**src/rtl/ibus_refill_ctrl_if.sv**
```systemverilog
// Signal bundle around the instruction-cache refill sequencer: lookup-stage
// miss/flush/stall, line-array fill port and the memory read-address/read-data channels.
interface ibus_refill_ctrl_if #(
  parameter int DATA_WIDTH = 32,
  parameter int LINE_WORDS = 8,
  parameter int ADDR_WIDTH = 32
);
  localparam int IDX_W = $clog2(LINE_WORDS);

  logic                  miss_req;
  logic [ADDR_WIDTH-1:0] miss_addr;
  logic                  flush;
  logic                  stall;
  logic                  busy;
  logic                  fill_we;
  logic [IDX_W-1:0]      fill_idx;
  logic [DATA_WIDTH-1:0] fill_data;
  logic                  fill_tag_we;
  logic [ADDR_WIDTH-1:0] fill_addr;
  logic                  mem_ar_valid;
  logic                  mem_ar_ready;
  logic [ADDR_WIDTH-1:0] mem_ar_addr;
  logic [7:0]            mem_ar_len;
  logic                  mem_r_valid;
  logic                  mem_r_ready;
  logic [DATA_WIDTH-1:0] mem_r_data;
  logic                  mem_r_last;
  logic                  proto_err;

  modport master (
    input  miss_req, miss_addr, flush, mem_ar_ready, mem_r_valid, mem_r_data, mem_r_last,
    output stall, busy, fill_we, fill_idx, fill_data, fill_tag_we, fill_addr,
           mem_ar_valid, mem_ar_addr, mem_ar_len, mem_r_ready, proto_err
  );

  modport slave (
    output miss_req, miss_addr, flush, mem_ar_ready, mem_r_valid, mem_r_data, mem_r_last,
    input  stall, busy, fill_we, fill_idx, fill_data, fill_tag_we, fill_addr,
           mem_ar_valid, mem_ar_addr, mem_ar_len, mem_r_ready, proto_err
  );
endinterface

```
**src/rtl/ibus_refill_ctrl.sv**
```systemverilog
// Instruction-cache refill sequencer: on a miss, issues one line-aligned burst,
// streams the returned words into the line array and commits the tag.
module ibus_refill_ctrl #(
  parameter int DATA_WIDTH = 32,
  parameter int LINE_WORDS = 8,
  parameter int ADDR_WIDTH = 32
) (
  input  logic              clk,
  input  logic              rst_n,
  ibus_refill_ctrl_if.master bus
);
  localparam int IDX_W    = $clog2(LINE_WORDS);
  localparam int OFF_BITS = $clog2(LINE_WORDS * DATA_WIDTH / 8);
  localparam logic [ADDR_WIDTH-1:0] LINE_MASK = ~ADDR_WIDTH'((64'd1 << OFF_BITS) - 64'd1);
  localparam logic [IDX_W-1:0]      LAST_IDX  = IDX_W'(LINE_WORDS - 1);
  localparam logic [7:0]            AR_LEN    = 8'(LINE_WORDS - 1);

  typedef enum logic [2:0] {
    S_IDLE   = 3'd0,
    S_ADDR   = 3'd1,
    S_DATA   = 3'd2,
    S_COMMIT = 3'd3,
    S_DRAIN  = 3'd4
  } state_t;

  state_t                state_r, state_nx_s;
  logic [IDX_W-1:0]      count_r, count_nx_s;
  logic [ADDR_WIDTH-1:0] fill_addr_r, addr_nx_s;
  logic                  abort_r, abort_nx_s;
  logic                  proto_err_r, perr_nx_s;
  logic                  ar_valid_r;
  logic                  tag_we_r;
  logic                  busy_r;
  logic                  stall_s;
  logic                  fill_we_s;
  logic                  r_ready_s;
  logic                  miss_ok_s;

  assign miss_ok_s = bus.miss_req & ~bus.flush;

  // State and datapath registers; ar_valid/tag_we/busy are decoded from the next state.
  always_ff @(posedge clk) begin
    if (!rst_n) begin
      state_r     <= S_IDLE;
      count_r     <= {IDX_W{1'b0}};
      fill_addr_r <= {ADDR_WIDTH{1'b0}};
      abort_r     <= 1'b0;
      proto_err_r <= 1'b0;
      ar_valid_r  <= 1'b0;
      tag_we_r    <= 1'b0;
      busy_r      <= 1'b0;
    end else begin
      state_r     <= state_nx_s;
      count_r     <= count_nx_s;
      fill_addr_r <= addr_nx_s;
      abort_r     <= abort_nx_s;
      proto_err_r <= perr_nx_s;
      ar_valid_r  <= (state_nx_s == S_ADDR);
      tag_we_r    <= (state_nx_s == S_COMMIT);
      busy_r      <= (state_nx_s != S_IDLE);
    end
  end

  // Next-state, fill strobes, read-data ready and pipeline stall.
  always_comb begin
    state_nx_s = state_r;
    count_nx_s = count_r;
    addr_nx_s  = fill_addr_r;
    abort_nx_s = abort_r;
    perr_nx_s  = proto_err_r;
    stall_s    = 1'b0;
    fill_we_s  = 1'b0;
    r_ready_s  = 1'b0;
    case (state_r)
      S_IDLE: begin
        if (miss_ok_s) begin
          stall_s    = 1'b1;
          addr_nx_s  = bus.miss_addr & LINE_MASK;
          count_nx_s = {IDX_W{1'b0}};
          abort_nx_s = 1'b0;
          state_nx_s = S_ADDR;
        end else begin
          state_nx_s = S_IDLE;
        end
      end
      S_ADDR: begin
        stall_s = 1'b1;
        if (ar_valid_r && bus.mem_ar_ready) begin
          abort_nx_s = 1'b0;
          if (abort_r || bus.flush) begin
            state_nx_s = S_DRAIN;
          end else begin
            state_nx_s = S_DATA;
          end
        end else begin
          // A flush here cannot cancel the pending address, so remember it.
          abort_nx_s = abort_r | bus.flush;
        end
      end
      S_DATA: begin
        stall_s   = 1'b1;
        r_ready_s = 1'b1;
        if (bus.flush) begin
          // A flush arriving with the final beat has nothing left to drain.
          if (bus.mem_r_valid && bus.mem_r_last) begin
            state_nx_s = S_IDLE;
          end else begin
            state_nx_s = S_DRAIN;
          end
        end else if (bus.mem_r_valid) begin
          fill_we_s  = 1'b1;
          count_nx_s = count_r + IDX_W'(1);
          if (bus.mem_r_last) begin
            if (count_r == LAST_IDX) begin
              state_nx_s = S_COMMIT;
            end else begin
              perr_nx_s  = 1'b1;
              state_nx_s = S_IDLE;
            end
          end else if (count_r == LAST_IDX) begin
            perr_nx_s  = 1'b1;
            state_nx_s = S_IDLE;
          end else begin
            state_nx_s = S_DATA;
          end
        end else begin
          state_nx_s = S_DATA;
        end
      end
      S_COMMIT: begin
        stall_s    = 1'b1;
        state_nx_s = S_IDLE;
      end
      S_DRAIN: begin
        r_ready_s = 1'b1;
        stall_s   = miss_ok_s;
        if (bus.mem_r_valid && bus.mem_r_last) begin
          state_nx_s = S_IDLE;
        end else begin
          state_nx_s = S_DRAIN;
        end
      end
      default: begin
        abort_nx_s = 1'b0;
        state_nx_s = S_IDLE;
      end
    endcase
  end

  assign bus.stall        = stall_s;
  assign bus.busy         = busy_r;
  assign bus.fill_we      = fill_we_s;
  assign bus.fill_idx     = count_r;
  assign bus.fill_data    = bus.mem_r_data;
  assign bus.fill_tag_we  = tag_we_r;
  assign bus.fill_addr    = fill_addr_r;
  assign bus.mem_ar_valid = ar_valid_r;
  assign bus.mem_ar_addr  = fill_addr_r;
  assign bus.mem_ar_len   = AR_LEN;
  assign bus.mem_r_ready  = r_ready_s;
  assign bus.proto_err    = proto_err_r;
endmodule

```
**src/flat_wrapper.sv**
```systemverilog
// flat-port wrapper written by rule: the top's interface ports become plain ports
module ibus_refill_ctrl_flat 
#(
  parameter int DATA_WIDTH = 32,
  parameter int LINE_WORDS = 8,
  parameter int ADDR_WIDTH = 32
)
  (clk, rst_n, bus_miss_req, bus_miss_addr, bus_flush, bus_mem_ar_ready, bus_mem_r_valid, bus_mem_r_data, bus_mem_r_last, bus_stall, bus_busy, bus_fill_we, bus_fill_idx, bus_fill_data, bus_fill_tag_we, bus_fill_addr, bus_mem_ar_valid, bus_mem_ar_addr, bus_mem_ar_len, bus_mem_r_ready, bus_proto_err);
  ibus_refill_ctrl_if #(.DATA_WIDTH(DATA_WIDTH), .LINE_WORDS(LINE_WORDS), .ADDR_WIDTH(ADDR_WIDTH)) bus_i ();
  input  logic clk;
  input  logic rst_n;
  input wire logic [$bits(bus_i.miss_req)-1:0] bus_miss_req;
  input wire logic [$bits(bus_i.miss_addr)-1:0] bus_miss_addr;
  input wire logic [$bits(bus_i.flush)-1:0] bus_flush;
  input wire logic [$bits(bus_i.mem_ar_ready)-1:0] bus_mem_ar_ready;
  input wire logic [$bits(bus_i.mem_r_valid)-1:0] bus_mem_r_valid;
  input wire logic [$bits(bus_i.mem_r_data)-1:0] bus_mem_r_data;
  input wire logic [$bits(bus_i.mem_r_last)-1:0] bus_mem_r_last;
  output wire logic [$bits(bus_i.stall)-1:0] bus_stall;
  output wire logic [$bits(bus_i.busy)-1:0] bus_busy;
  output wire logic [$bits(bus_i.fill_we)-1:0] bus_fill_we;
  output wire logic [$bits(bus_i.fill_idx)-1:0] bus_fill_idx;
  output wire logic [$bits(bus_i.fill_data)-1:0] bus_fill_data;
  output wire logic [$bits(bus_i.fill_tag_we)-1:0] bus_fill_tag_we;
  output wire logic [$bits(bus_i.fill_addr)-1:0] bus_fill_addr;
  output wire logic [$bits(bus_i.mem_ar_valid)-1:0] bus_mem_ar_valid;
  output wire logic [$bits(bus_i.mem_ar_addr)-1:0] bus_mem_ar_addr;
  output wire logic [$bits(bus_i.mem_ar_len)-1:0] bus_mem_ar_len;
  output wire logic [$bits(bus_i.mem_r_ready)-1:0] bus_mem_r_ready;
  output wire logic [$bits(bus_i.proto_err)-1:0] bus_proto_err;
  assign bus_i.miss_req = bus_miss_req;
  assign bus_i.miss_addr = bus_miss_addr;
  assign bus_i.flush = bus_flush;
  assign bus_i.mem_ar_ready = bus_mem_ar_ready;
  assign bus_i.mem_r_valid = bus_mem_r_valid;
  assign bus_i.mem_r_data = bus_mem_r_data;
  assign bus_i.mem_r_last = bus_mem_r_last;
  assign bus_stall = bus_i.stall;
  assign bus_busy = bus_i.busy;
  assign bus_fill_we = bus_i.fill_we;
  assign bus_fill_idx = bus_i.fill_idx;
  assign bus_fill_data = bus_i.fill_data;
  assign bus_fill_tag_we = bus_i.fill_tag_we;
  assign bus_fill_addr = bus_i.fill_addr;
  assign bus_mem_ar_valid = bus_i.mem_ar_valid;
  assign bus_mem_ar_addr = bus_i.mem_ar_addr;
  assign bus_mem_ar_len = bus_i.mem_ar_len;
  assign bus_mem_r_ready = bus_i.mem_r_ready;
  assign bus_proto_err = bus_i.proto_err;
  ibus_refill_ctrl #(.DATA_WIDTH(DATA_WIDTH), .LINE_WORDS(LINE_WORDS), .ADDR_WIDTH(ADDR_WIDTH)) u_core (.clk(clk), .rst_n(rst_n), .bus(bus_i));
endmodule
```
**config.mk**
```make
export PLATFORM = sky130hd
export DESIGN_NAME = ibus_refill_ctrl_flat
export DESIGN_NICKNAME = d
export VERILOG_FILES = /design/src/rtl/ibus_refill_ctrl_if.sv /design/src/rtl/ibus_refill_ctrl.sv /design/src/flat_wrapper.sv
export SDC_FILE = /design/constraint.sdc
export NUM_CORES = 1
export LEC_CHECK = 0
export CORE_AREA = 2 2 71 73
export CTS_CLUSTER_SIZE = 14
export DETAILED_ROUTE_END_ITERATION = 10
export DIE_AREA = 0 0 73 75
export DONT_BUFFER_PORTS = 1
export REMOVE_ABC_BUFFERS = 1
export SLEW_MARGIN = 20
export SYNTH_ARGS = -nofsm -noshare
export SYNTH_HDL_FRONTEND = slang
export SYNTH_SLANG_ARGS = --single-unit
```
**constraint.sdc**
```tcl
create_clock -name clk -period 4 [get_ports clk]
set_clock_uncertainty 0.15 [all_clocks]
set_input_delay 0.8 -clock clk [delete_from_list [all_inputs] [get_ports clk]]
set_output_delay 0.8 -clock clk [all_outputs]
set_load 0.005 [all_outputs]
```
==> out/metrics.yaml <==
status: "completed"
synth_edf_count: 0
required_ns: 3.05
diodes: 0
worstMarginPinSlew_ns: 0.967
worst_slack_ns: 1.63
final_cell_count_no_fill: 254
post-route-period-util_pct: 59.2
cp_slowest_stage_delay_ns: 0.30
dp.cells: 246
cts_tree: "built"
cts_buffers: 5
via_per_inst: 5.24
rsz0062_at_grt: "false"
synth_area_sq_um: 2130
post_cts_resized: 0
root_buffer: "clkbuf_8"
startpoint_type: "primary input"
hold_start: "u_core.bus.proto_err$_SDFFE_PN0P_"
vias: 1330
final_antenna_net_count: 0
synthArstFlopShare_pct: 0
maxCapViolations: 0
seqCellArea_sq_um: 761
antenna_found_initial: 0
clockBufferDepth: 2
die_h_microns: 75
die_area_sq_um: 5480
hpwl_microns: 3440
synth_largest_area_cell: "dfxtp_1"
fin_crit_ns: 2.37
synth_cell_type_count: 30
die_x_microns: 73
switching_share_pct: 25.4
drc_errors: 0
multiInputGateArea_sq_um: 738
clockPowerShare_pct: 36.9
clock_sinks: 38
p_total_uw: 737
grt_usage_pct: 16.2
grt_first_pass_wirelength_microns: 6490
ioPinCount: 185
path_class: "primary input to primary output"
worstPathMaxFanout: 5
stdcell_area_sq_um: 1680
firstDrtPassIters: 4
critPathLaunch: "bus_flush"
grt_pass1_vias: 1190
power_frac_comb_pct: 7.2
grt_max_degree: 34
worstPathArrival_ns: 1.42
placed_cell_area_sq_um: 1590
postCtsSetupBuffers: 0
timing.fmax_ghz: 0.422
sequentialPowerShare_pct: 55.9
synth.ff_latch_count: 38
port_buffers: 0
hold_path_class: "flip-flop to flip-flop"
post-place-ws_ns: 1.47
htreeDepth: 2
initial_core_util_pct: 45.8
p_int_uw: 550
rows: 25
finalSetupTns_ns: 0
setup_viol: 0
synth_top_area_share_pct: 35.7
drtIter0Drc: 44
ys_top_cells_by_area: "dfxtp_1, buf_4, nand2_1"
fillCellCount: 480
critical-path-slowest-cell: "nor4b_4"
drive_gt1_share_pct: 7.50
wl_microns: 4670
hold_ws_ns: 0.344
clkTransAtPathRegs_ns: 0.08
utilization_pct: 36.1
p_per_area_nw_per_um2: 438
max_slew_margin_pct: 35.1
max-vdd-ir-drop_mv: 0.187
grt.overflow.total: 0
ys_seq_area_share_pct: 35.7
avgSynthCellArea_sq_um: 8.14
report.final.slew_viol_count: 0
core_area_sq_um: 4660
yosysWarnings: 0
cp_cell_sequence: "nor4b_4 > nand2_1 > inv_2"
area.growth.synth_to_final_pct: -21.1
synthCells: 262
ys.flop_type: "dfxtp_1"
postCtsHoldBufs: 0
r2r-start: "u_core.state_r[0]$_SDFF_PN0_"
clock_latency_ns: 0.28
cp-end-kind: "primary output"
leakagePower_nw: 0.645
switchingPower_uw: 187
hold_viol_final: 0
routedWlPerCell_microns: 18.4
routabilityCongestion: 0.801
nets: 274
## kinds of logic (layout without fill, tap and decap cells)
family | after synthesis | count (layout) | synth area share (%)
adder cells (fa/ha/maj) | 4 | 4 | 2.35
flip-flops | 38 | 38 | 35.7
AND/OR/NAND/NOR | 82 | 82 | 17.5
AO/OA/AOI/OAI | 43 | 43 | 11.4
other | 2 | 18 | 0.352
buffers and inverters | 93 | 15 | 32.7
## cells in the final DEF, fill, tap and decap left out, drive strengths merged, types with 2 or more instances in the layout
cell type   n
a21oi      33
and2        3
clkbuf      7
clkinv      2
conb       18
dfxtp      38
ha          4
inv         6
nand2      60
nand2b      4
nand3       5
nor2        5
nor3b       3
o21ai       3
## per-layer routing
layer | part of all wire (%) | routed length, microns | vias up | track usage, %
li1 | - | - | 616 | -
met1 | 41 | 1940 | 579 | 20.4
met2 | 38 | 1780 | 124 | 18.5
met3 | 19 | 879 | 9 | 15.4
met4 | 0.84 | 39 | 2 | 4.32
met5 | 0.71 | 33 | - | 7.41
## sequential cells by signal, summed over array words and instances, names as in the netlist
signal and flops:
u_core.abort_r 1, u_core.bus.busy 1, u_core.bus.fill_addr 27, u_core.bus.fill_idx 3, u_core.bus.fill_tag_we 1, u_core.bus.mem_ar_valid 1
u_core.bus.proto_err 1, u_core.state_r 3
## synthesized netlist by cell type (3+ instances only)
cell type / instances
a21oi_1: 31
nand2b_1: 4
dlygate4sd1_1: 3
ha_1: 4
nand3_1: 5
o21ai_0: 3
nor2_1: 5
buf_2: 3
dfxtp_1: 38
nand2_1: 60
buf_4: 77
inv_1: 5
## power groups by stage
stage | sequential [mW] | clock [mW] | combinational [mW]
2_1_floorplan | 0.418 | 0 | 0.0418
3_3_place_gp | 0.421 | 0 | 0.0516
3_5_place_dp | 0.421 | 0 | 0.0532
4_1_cts | 0.412 | 0.286 | 0.0531
5_1_grt | 0.415 | 0.296 | 0.0602
6_report | 0.412 | 0.272 | 0.0532
## final cells by class
type | count | share of cell area [%]
Tap cell | 54 | 4.01
Clock buffer | 7 | 5.13
Multi-Input combinational cell | 147 | 43.8
Sequential cell | 38 | 45.2
Inverter | 7 | 1.56
Clock inverter | 1 | 0.297
## worst max-delay path, delay by kind of cell
kind / cells / cell delay (ns)
simple gates: 2 / 0.49
buf+inv: 1 / 0.13
## path summary, 6_finish.rpt
kind | end | slack [ns] | cells after the start
worst max register to register | u_core.bus.fill_addr[23]$_SDFFE_PN0P_ | 1.94 | 4
worst min-delay path | u_core.bus.proto_err$_SDFFE_PN0P_ | 0.34 | 1
worst max-delay path | bus_fill_we | 1.63 | 3
worst min register to register | u_core.bus.proto_err$_SDFFE_PN0P_ | 0.34 | 1
(Power assumes the default switching activity.)
